--- src/rtl/calc_disp_scan.sv ---
// Eight-digit multiplexed 7-segment scanner for calc_top with per-frame snapshot
// and whole-display blink while the captured status reports an error.
module calc_disp_scan #(
    parameter int unsigned DIV          = 4,
    parameter int unsigned BLINK_FRAMES = 4,
    parameter bit          INV_SEG      = 1'b0
) (
    input  logic       clock,
    input  logic       reset,
    input  logic [6:0] displays [7:0],
    input  logic [1:0] status,
    output logic [6:0] seg,
    output logic [7:0] an,
    output logic [2:0] dig_idx,
    output logic       frame_start
);

    localparam int unsigned CntW = (DIV > 1) ? $clog2(DIV) : 1;
    localparam int unsigned FcW  = (BLINK_FRAMES > 1) ? $clog2(BLINK_FRAMES) : 1;
    localparam logic [CntW-1:0] CntMax = CntW'(DIV - 1);
    localparam logic [FcW-1:0]  FcMax  = FcW'(BLINK_FRAMES - 1);
    localparam logic [6:0]      Blank  = {7{INV_SEG}};

    logic [CntW-1:0] cnt_q, cnt_d;
    logic [2:0]      idx_q, idx_d;
    logic [6:0]      snap_q [7:0];
    logic [6:0]      snap_d [7:0];
    logic            snap_err_q, snap_err_d;
    logic [FcW-1:0]  frame_cnt_q, frame_cnt_d;
    logic            blink_ph_q, blink_ph_d;
    logic            tick;
    logic            frame_first;
    logic            new_err;

    always_comb begin
        tick        = (cnt_q == CntMax);
        frame_first = (cnt_q == '0) && (idx_q == 3'd0);
        new_err     = (status == 2'b11);
        cnt_d       = tick ? '0 : cnt_q + CntW'(1);
        idx_d       = tick ? idx_q + 3'd1 : idx_q;
        snap_d      = snap_q;
        snap_err_d  = snap_err_q;
        frame_cnt_d = frame_cnt_q;
        blink_ph_d  = blink_ph_q;
        if (frame_first) begin
            snap_d     = displays;
            snap_err_d = new_err;
            // Blink only advances once the error has been held across a frame boundary;
            // a cleared error drops the blink immediately at this frame start.
            if (!new_err) begin
                frame_cnt_d = '0;
                blink_ph_d  = 1'b0;
            end else if (snap_err_q) begin
                if (frame_cnt_q == FcMax) begin
                    frame_cnt_d = '0;
                    blink_ph_d  = ~blink_ph_q;
                end else begin
                    frame_cnt_d = frame_cnt_q + FcW'(1);
                end
            end
        end
    end

    always_ff @(posedge clock) begin
        if (reset) begin
            cnt_q       <= '0;
            idx_q       <= 3'd0;
            snap_q      <= '{default: 7'h00};
            snap_err_q  <= 1'b0;
            frame_cnt_q <= '0;
            blink_ph_q  <= 1'b0;
        end else begin
            cnt_q       <= cnt_d;
            idx_q       <= idx_d;
            snap_q      <= snap_d;
            snap_err_q  <= snap_err_d;
            frame_cnt_q <= frame_cnt_d;
            blink_ph_q  <= blink_ph_d;
        end
    end

    always_comb begin
        an          = blink_ph_q ? 8'hFF : ~(8'b1 << idx_q);
        seg         = blink_ph_q ? Blank : (snap_q[idx_q] ^ {7{INV_SEG}});
        dig_idx     = idx_q;
        frame_start = frame_first && !reset;
    end

endmodule

--- config.mk ---
export PLATFORM = sky130hd
export DESIGN_NAME = calc_disp_scan
export DESIGN_NICKNAME = d
export VERILOG_FILES = /design/src/rtl/calc_disp_scan.sv
export SDC_FILE = /design/constraint.sdc
export NUM_CORES = 1
export LEC_CHECK = 0
export BUFFER_PORTS_ARGS = -buffer_cell sky130_fd_sc_hd__buf_2
export CORE_ASPECT_RATIO = 1.5
export CORE_MARGIN = 4
export CORE_UTILIZATION = 47
export DETAILED_ROUTE_END_ITERATION = 10
export PLACE_DENSITY_LB_ADDON = 0.3
export SYNTH_ARGS = -nofsm -noshare
export SYNTH_HDL_FRONTEND = slang
export SYNTH_SLANG_ARGS = --single-unit
--- constraint.sdc ---
create_clock -name clock -period 1.7 [get_ports clock]
set_clock_uncertainty 0.15 [all_clocks]
set_input_delay 0.085 -clock clock [delete_from_list [all_inputs] [get_ports clock]]
set_output_delay 0.085 -clock clock [all_outputs]
set_load 0.02 [all_outputs]
Word level (Yosys, flattened, before mapping). Index checks and enable logic that the tools add are counted.

Register bits after elaboration: 65. Bits in latches: 0. Bits in writable memories: 0. ROM bits: 0. Input port bits: 60. Output and inout port bits: 19. Memories kept: 0.

$add $sub $neg: 3. Multiply operators: 0. Div/mod/pow operators: 0. Order comparisons: 1. Eq/ne operators: 5. Shift-type cells: 1. Mux-type cells: 10. Bitwise gates (word level): 2. Reductions and logical operators: 8.

Operators with widths (count): $bmux W7 S3 (1); $mux W7 (2); $mux W8 (1); $not A8 Y8 (1); $shl A1 B3 Y8 const A (1); $eq A2 B2 Y1 const B (3); $mux W2 (3); $add A2 B1 Y2 const B (2); $lt A3 B4 Y1 const B (1); $add A3 B1 Y3 const B (1); $logic_not A3 Y1 (1); $mux W1 (3); $reduce_and A3 Y1 (1); $logic_and A1 B1 Y1 (2); $logic_not A2 Y1 (1); $ne A2 B1 Y1 const B (1); $ne A2 B2 Y1 const B (1); $reduce_and A2 Y1 (1); $reduce_or A2 Y1 (1); $logic_not A1 Y1 (1); $not A1 Y1 (1).

Depth between registers and ports, before layout. Gate-level depths: netlist of the first run.

Word-level depth: 4. Mapped depth: 9. Mapped depth without buffers: 5.

Worst setup path before layout of the first run. No wires, ideal clock.

Path type: register to register. Start: reg idx_q[1], in the netlist dig_idx[1]. End: reg frame_cnt_q[1]. Library setup time: 70 ps. Arrival time: 1820 ps. Required time: 1480 ps. Slack: -340 ps. Stages on the path, launching flop included: 9. Path through: dfxtp_1 -> buf_2 -> buf_2 -> inv_1 -> ha_1 -> nand3b_1 -> clkbuf_1 -> o21ai_1 -> a21oi_1.

Cells in the longest elaborated chain, start to end: 3.

Ends and longest elaborated chain: start: declaration (RTL line 25) `logic [2:0] idx_q, idx_d;`; start signal: assignment (RTL line 74) `idx_q <= idx_d;`; $logic_not A3 Y1 (RTL line 37) `frame_first = (cnt_q == '0) && (idx_q == 3'd0);`; $logic_and A1 B1 Y1 (RTL line 37); $reduce_and A2 Y1 (no line); end signal: assignment (RTL line 77) `frame_cnt_q <= frame_cnt_d;`; end: declaration (RTL line 29) `logic [FcW-1:0] frame_cnt_q, frame_cnt_d;`.

Every way passes these cells. A chain may end at the register's enable or synchronous reset.

Worst setup path in the final report of the first run.
Start: reg idx_q[0], in the netlist dig_idx[0]. End: out seg[4].

Cells in the longest elaborated chain, start to end: 3.

Ends and longest elaborated chain: $bmux W7 S3 (RTL line 84) `seg = blink_ph_q ? Blank : (snap_q[idx_q] ^ {7{INV_SEG}});`; $mux W7 (implied by the code) (RTL line 84); $mux W7 (RTL line 84); end: declaration (RTL line 12) `output logic [6:0] seg,`.

Every way passes these cells. The select of a mux whose other input is x is not followed.

==> results of run 1 <==
## worst max-delay path, stage by stage (launching register included)
cell                      delay [ns]
sky130_fd_sc_hd__dfxtp_4        0.41
sky130_fd_sc_hd__buf_8          0.15
sky130_fd_sc_hd__mux4_2         0.52
sky130_fd_sc_hd__nand2_2        0.09
sky130_fd_sc_hd__a21oi_2        0.06
sky130_fd_sc_hd__buf_6          0.13
## layer usage
layer	routed length [um]	GRT usage	vias up
li1	-	-	1454
met1	3490	0.267	1419
met2	5170	0.449	132
met3	575	0.0464	25
met4	280	0.0914	0
met5	0	0	-
## state kept, by name (all words and copies together) (netlist names)
signal       cells
cnt_q            2
snap_q          56
snap_err_q       1
dig_idx          3
frame_cnt_q      2
blink_ph_q       1
## cell families (layout without fill, tap and decap cells)
family,after synthesis,after routing,share of synthesized area
muxes,15,15,0.117
buffers and inverters,32,187,0.0540
adders and majority gates,9,9,0.0389
and+or+nand+nor,155,155,0.214
DFF,65,65,0.449
xor gates and xnor gates,1,1,0.00302
AOI/OAI and AO/OA,71,71,0.124
## final cells by class
| type | count | area, um2 | share of cell area |
|---|---|---|---|
| Sequential cell | 65 | 1310 | 0.278 |
| Tap cell | 72 | 90.1 | 0.0191 |
| Clock inverter | 1 | 5.00 | 0.00106 |
| Multi-Input combinational cell | 251 | 1640 | 0.348 |
| Inverter | 5 | 21.3 | 0.00451 |
| Timing Repair Buffer | 166 | 1450 | 0.308 |
| Clock buffer | 15 | 198 | 0.0419 |
## worst max-delay path by stage
| stage | endpoint | slack [ns] | cells after the start |
|---|---|---|---|
| global placement | seg[4] | 0.1 | 5 |
| finish | seg[4] | -0.25 | 5 |
| CTS | seg[2] | -0.25 | 5 |
| global route | seg[0] | -0.31 | 5 |
| detailed placement | seg[2] | 0.08 | 5 |
| floorplan | frame_cnt_q[1]$_SDFFE_PP0P_ | 0.01 | 9 |
## repair_timing
action                     in CTS  in global routing
gates resized for setup        32                 64
cloned                          3                  4
buffers inserted                7                  4
pin swaps                       8                 13
setup endpoints to repair      10                 74
hold buffers                   59                  0
hold endpoints to repair       59                  0
## cells in the final DEF (no fill, tap or decap), drive strengths merged, types with 5 or more instances in the layout
master and n:
inv 5, buf 103, nor2 7, mux4 14, dfxtp 65, dlygate4sd3 59
clkbuf 18, nand2 134, a21oi 66, ha 9
## power groups by stage
stage          logic [W]  registers [W]  clock network (W)
4_1_cts          0.00119        0.00180            0.00132
3_3_place_gp    0.000886        0.00182                  0
6_report         0.00150        0.00182            0.00132
5_1_grt          0.00160        0.00183            0.00140
2_1_floorplan   0.000722        0.00180                  0
3_5_place_dp    0.000901        0.00183                  0
## through the flow
step | utilization | setup TNS, ns | total power [W] | area, um2
floorplan | - | 0 | 0.00252 | 2990
global placement | 0.573 | 0 | 0.00271 | 3390
detailed placement | 0.573 | 0 | 0.00273 | 3390
CTS | 0.741 | -2.43 | 0.00431 | 4380
global route | 0.797 | -7.99 | 0.00484 | 4710
finish | 0.797 | -4.09 | 0.00464 | 4710
==> qor.log, run 1 <==
INFO  worst_setup_path required=1.46ns
INFO  synthesis      mappedNetlistArea=2900um2
INFO  sta            report.final.hold_viol_count=0
INFO  synthesis      synth-edff-count=0
INFO  clock_tree     htree_num_levels=3
INFO  worst_setup_path critical_path.reg2reg.endpoint=snap_q[0]$_SDFFE_PP0P_
INFO  status         failed_checks=negative setup slack
INFO  synthesis      synth_nets=417
INFO  worst_setup_path reg2regPathDepth=8
INFO  placement      place_ws=0.0775ns
INFO  floorplan      die_area=7510um2
INFO  sta            whs=0.303ns
INFO  flow_run       cap_viol_max_count=0
INFO  sta            finalCritPeriodShare=1.15
INFO  sta            clock.fmax=0.513GHz
INFO  worst_setup_path timing_worst_setup_path_type=reg2out
INFO  synthesis      yosys_most_used_dff=sky130_fd_sc_hd__dfxtp_1
INFO  synthesis      yosysSeqAreaShare=0.449
INFO  worst_setup_path crit_path_start=dig_idx[0]$_SDFFE_PP0N_
INFO  sta            slew_limit_fails=0
INFO  status         outcome=finished with violations
INFO  synthesis      synth_seq_cells=65
INFO  finish         finish.net_count=567
INFO  routing        viasPerCell=5.27
INFO  routing        route.detailed.drc=0
INFO  placement      placed_cells=484
INFO  finish         final.fill_count=351
INFO  finish         filler_free_cell_count_of_the_finished_design=575
INFO  sta            relSlewSlack=0.730
INFO  finish         drive_gt1_frac=0.386
INFO  placement      gp_congestion=0.793
INFO  clock_tree     clk_transition_reported_paths=0.07ns
INFO  synthesis      netlist_instances=348
INFO  sta            setup_repair_after_global_routing_missed_its_margin=yes
INFO  global_route   first_global_vias=3055
INFO  sta            layout_min_cycle_time=1.95ns
INFO  synthesis      synth.distinct_cells=27
INFO  clock_tree     cts_sinks=65
INFO  floorplan      placeableCoreArea=5910um2
INFO  floorplan      floorplan.initialDensity=0.490
INFO  placement      port-buffer-count=78
INFO  global_route   antenna_found_initial=0
INFO  synthesis      post_synth.cell_area_avg=8.33um2
INFO  worst_setup_path reg2reg_slack=-0.11ns
INFO  worst_setup_path data_arrival_time_at_the_worst_slack_endpoint=1.71ns
INFO  clock_tree     tritoncts=done
INFO  worst_setup_path path_max_fanout=7
INFO  synthesis      synthTopCellsByArea=sky130_fd_sc_hd__dfxtp_1 45%, sky130_fd_sc_hd__nand2_1 17%, sky130_fd_sc_hd__a21oi_1 11%
INFO  finish         antenna_fix_cells=0
INFO  pwr            power_per_cell_area=983nW/um2
INFO  clock_tree     clk_latency=0.34ns
INFO  routing        final_antenna_net_count=0
INFO  sta            timing.final.setup_violations=41
INFO  clock_tree     cell_chosen_for_the_clock_root=sky130_fd_sc_hd__clkbuf_8
INFO  finish         area_delta_synth_final=62.7%
INFO  worst_setup_path crit_path_end_kind=output port
INFO  pwr            power.switching_fraction=0.308
INFO  pwr            power_frac_seq=0.392
INFO  synthesis      ys_async_rst_share=0
INFO  clock_tree     clock_path_buffers=2
INFO  placement      post_detailed_placement_half_perimeter_wirelength=5210um
INFO  synthesis      post-synth-top-area-fraction=0.449
INFO  worst_setup_path timing.rr.start=dig_idx[0]$_SDFFE_PP0N_
INFO  global_route   grt_first_pass_wirelength=14400um
INFO  sta            finalWorstSetupSlack=-0.248ns
INFO  hold_path      whs_endpoint=snap_q[54]$_SDFFE_PP0P_
INFO  pwr            comb_power_share=0.323
INFO  hold_path      holdCritStartpoint=snap_q[54]$_SDFFE_PP0P_
INFO  floorplan      floorplan.io_pins=79
INFO  hold_path      min-delay-path-class=reg2reg
INFO  routing        drt_wl_total=9510um
INFO  pwr            vdd_drop_max=0.000676V
INFO  worst_setup_path startpoint_type=flop
INFO  synthesis      synth.most_common_cell=sky130_fd_sc_hd__nand2_1
INFO  synthesis      synth_top_cell_by_area=sky130_fd_sc_hd__dfxtp_1
INFO  routing        wl_per_cell=16.5um
INFO  synthesis      ys.warnings.count=0
INFO  synthesis      netlist_top_cells_count=134 x sky130_fd_sc_hd__nand2_1, 66 x sky130_fd_sc_hd__a21oi_1, 65 x sky130_fd_sc_hd__dfxtp_1, 13 x sky130_fd_sc_hd__clkbuf_1
INFO  sta            tightest_slew=0.405ns
INFO  floorplan      fp-row-count=34
INFO  floorplan      die_width=72.1um
INFO  global_route   groute.usage.overall=0.244
INFO  pwr            clock_power_share=0.285
INFO  clock_tree     cts_buffers=9
INFO  pwr            switchingPower=0.00143W
INFO  global_route   grt_max_degree=33
INFO  global_route   gr-total-overflow=0
INFO  pwr            p_int=0.00321W
INFO  routing        first_iter_violations=226
INFO  routing        routed-via-count=3030
INFO  hold_path      min_delay_path_depth=2
INFO  floorplan      die_height=104um
INFO  routing        drt-pass1-iter-count=4
INFO  pwr            power_leakage=1.95nW
(Power assumes the default switching activity.)
==> run 2: changes to the inputs <==
--- a/config.mk
+++ b/config.mk
@@ -14,3 +14,4 @@
 export SYNTH_ARGS = -nofsm -noshare
 export SYNTH_HDL_FRONTEND = slang
 export SYNTH_SLANG_ARGS = --single-unit
+export TNS_END_PERCENT = 20
==> run 2 against run 1 <==
  * The run still ends with negative setup slack left
  * Worst setup slack improved by 0.0025 ns
  * Final cell count is 1.0% lower
  * Critical path depth unchanged
  * Wire length shrank 3.9%
  * Total power shrank 5.0%
  * Combinational power shrank 15%
  * Hold slack better by 0.00082 ns
  * Via count down 0.66%
  * Critical endpoint is now seg[1]
  * Largest power group unchanged
==> qor.log, run 2 (synthesis results as in run 1) <==
INFO  status         outcome=finished with violations
INFO  status         failed_checks=negative setup slack
INFO  worst_setup_path data_arrival_time_at_the_worst_slack_endpoint=1.71ns [about the same]
INFO  clock_tree     clk_transition_reported_paths=0.06ns [about the same]
INFO  finish         antenna_fix_cells=0 [unchanged]
INFO  finish         drive_gt1_frac=0.328 [-0.0577]
INFO  clock_tree     cell_chosen_for_the_clock_root=sky130_fd_sc_hd__clkbuf_8
INFO  floorplan      die_width=72.1um [unchanged]
INFO  finish         area_delta_synth_final=55.1%
INFO  sta            final.setup.tns=-3.28ns [+0.811 ns]
INFO  floorplan      die_area=7510um2 [unchanged]
INFO  clock_tree     cts_buffers=9 [unchanged]
INFO  routing        drt_wl_total=9150um [-3.9%]
INFO  floorplan      fp-row-count=34 [unchanged]
INFO  sta            relSlewSlack=0.764 [+0.0340]
INFO  finish         mostFrequentLayoutCells=122 x sky130_fd_sc_hd__nand2_1, 67 x sky130_fd_sc_hd__buf_2, 62 x sky130_fd_sc_hd__dfxtp_1
INFO  sta            clock.fmax=0.514GHz [+0.13%]
INFO  worst_setup_path startpoint_type=flop
INFO  clock_tree     cts_sinks=65 [unchanged]
INFO  sta            timing.final.setup_violations=44 [+7.3%]
INFO  hold_path      min-delay-path-class=reg2reg
INFO  sta            tightest_slew=0.354ns [-0.0510 ns]
INFO  clock_tree     clk_latency=0.34ns [about the same]
INFO  sta            setup_repair_after_global_routing_missed_its_margin=yes
INFO  finish         layout.cells.most_common=sky130_fd_sc_hd__nand2_1
INFO  worst_setup_path crit_path_end_kind=output port
INFO  placement      post_detailed_placement_half_perimeter_wirelength=5210um [unchanged]
INFO  global_route   first_global_vias=2985 [-2.3%]
INFO  global_route   gr-total-overflow=0 [unchanged]
INFO  floorplan      floorplan.initialDensity=0.490 [unchanged]
INFO  sta            report.final.hold_viol_count=0 [unchanged]
INFO  placement      place_ws=0.0775ns [unchanged]
INFO  finish         finish.net_count=561 [-1.1%]
INFO  clock_tree     htree_num_levels=3 [unchanged]
INFO  clock_tree     clock_path_buffers=2 [unchanged]
INFO  routing        first_iter_violations=240 [+6.2%]
INFO  floorplan      placeableCoreArea=5910um2 [unchanged]
INFO  sta            slew_limit_fails=0 [unchanged]
INFO  sta            finalCritPeriodShare=1.14 [-0.00146]
INFO  routing        drt-pass1-iter-count=7 [+3]
INFO  clock_tree     tritoncts=done
INFO  routing        route.detailed.drc=0 [unchanged]
INFO  flow_run       cap_viol_max_count=0 [unchanged]
INFO  floorplan      die_height=104um [unchanged]
INFO  sta            finalWorstSetupSlack=-0.246ns [+0.00248 ns]
INFO  worst_setup_path required=1.46ns [about the same]
INFO  worst_setup_path reg2reg_slack=-0.08ns [+0.03 ns]
INFO  global_route   grt_first_pass_wirelength=13800um [-3.8%]
INFO  worst_setup_path path_max_fanout=7 [unchanged]
INFO  finish         most_flop_heavy_register=snap_q
INFO  global_route   groute.usage.overall=0.236 [-0.00866]
INFO  finish         largest_reg_flops=56 [unchanged]
INFO  pwr            vdd_drop_max=0.000620V [-8.2%]
INFO  worst_setup_path timing_worst_setup_path_type=reg2out
INFO  hold_path      min_delay_path_depth=2 [unchanged]
INFO  routing        final_antenna_net_count=0 [unchanged]
INFO  placement      gp_congestion=0.793 [unchanged]
INFO  routing        wl_per_cell=16.1um [-2.8%]
INFO  placement      port-buffer-count=78 [unchanged]
INFO  worst_setup_path reg2regPathDepth=8 [unchanged]
INFO  sta            layout_min_cycle_time=1.95ns [-0.00248 ns]
INFO  global_route   grt_max_degree=50 [+52%]
INFO  global_route   antenna_found_initial=0 [unchanged]
INFO  pwr            power_leakage=1.88nW [-3.4%]
INFO  routing        routed-via-count=3010 [-0.66%]
INFO  floorplan      floorplan.io_pins=79 [unchanged]
INFO  pwr            power_per_cell_area=980nW/um2 [-0.37%]
INFO  routing        viasPerCell=5.29 [+0.39%]
-- run 2: cell types whose count changed in the layout (fill, tap and decap cells not counted), moves of 2 or more --
cell and change:
sky130_fd_sc_hd__o21ai_2 -2, sky130_fd_sc_hd__o21ai_1 +2, sky130_fd_sc_hd__a21oi_2 -15, sky130_fd_sc_hd__nand2_1 +5
sky130_fd_sc_hd__a21oi_1 +15, sky130_fd_sc_hd__nand2_2 -5
-- run 2: stage by stage --
step                instances  hold slack (ns)   util  power, W  instance area (um2)
floorplan                 348           0.0710      -   0.00252                 2990
global placement          484            0.179  0.573   0.00271                 3390
detailed placement        484            0.181  0.573   0.00273                 3390
CTS                       563            0.306  0.725   0.00418                 4290
global route              569            0.319  0.760   0.00462                 4500
finish                    569            0.304  0.760   0.00440                 4500
-- run 2: what timing repair did --
action | CTS | global route
setup endpoints to repair | 10 | 60
hold buffers | 59 | 0
resized for setup | 27 | 38
hold endpoints to repair | 59 | 0
gates cloned | 1 | 2
pin swaps | 7 | 3
buffers inserted | 3 | 4
-- run 2: where the power goes --
group	total [W]	switching, W	internal (W)
clock network	0.00130	0.000564	0.000737
registers	0.00182	0.000113	0.00170
logic	0.00128	0.000654	0.000631
total	0.00440	0.00133	0.00307
-- run 2: path summary, 6_finish.rpt --
kind	from	to
setup / recovery	dig_idx[0]$_SDFFE_PP0N_	seg[1]
hold reg to reg	snap_q[37]$_SDFFE_PP0P_	snap_q[37]$_SDFFE_PP0P_
setup reg to reg	dig_idx[0]$_SDFFE_PP0N_	snap_q[7]$_SDFFE_PP0P_
hold / removal	snap_q[37]$_SDFFE_PP0P_	snap_q[37]$_SDFFE_PP0P_
-- run 2: cell type report --
type	count	area (um2)
clock buffer	15	198
sequential	65	1310
fill	402	1420
inverter	5	21.3
tap	72	90.1
timing repair buffer	160	1340
multi-input combinational	251	1530
clock inverter	1	5.00
-- run 2: per-layer routing --
metal / track usage / up-vias / part of all wire
met5: 0 / - / 0
met4: 0.0887 / 0 / 0.032
met3: 0.0503 / 27 / 0.055
met2: 0.429 / 127 / 0.56
met1: 0.258 / 1409 / 0.36
li1: - / 1447 / -
-- run 2: critical path, cell delays in order, from the launching register on --
cell                      delay (ns)
sky130_fd_sc_hd__dfxtp_4        0.41
sky130_fd_sc_hd__buf_8          0.15
sky130_fd_sc_hd__mux4_2         0.50
sky130_fd_sc_hd__nand2_1        0.10
sky130_fd_sc_hd__a21oi_2        0.06
sky130_fd_sc_hd__buf_4          0.15
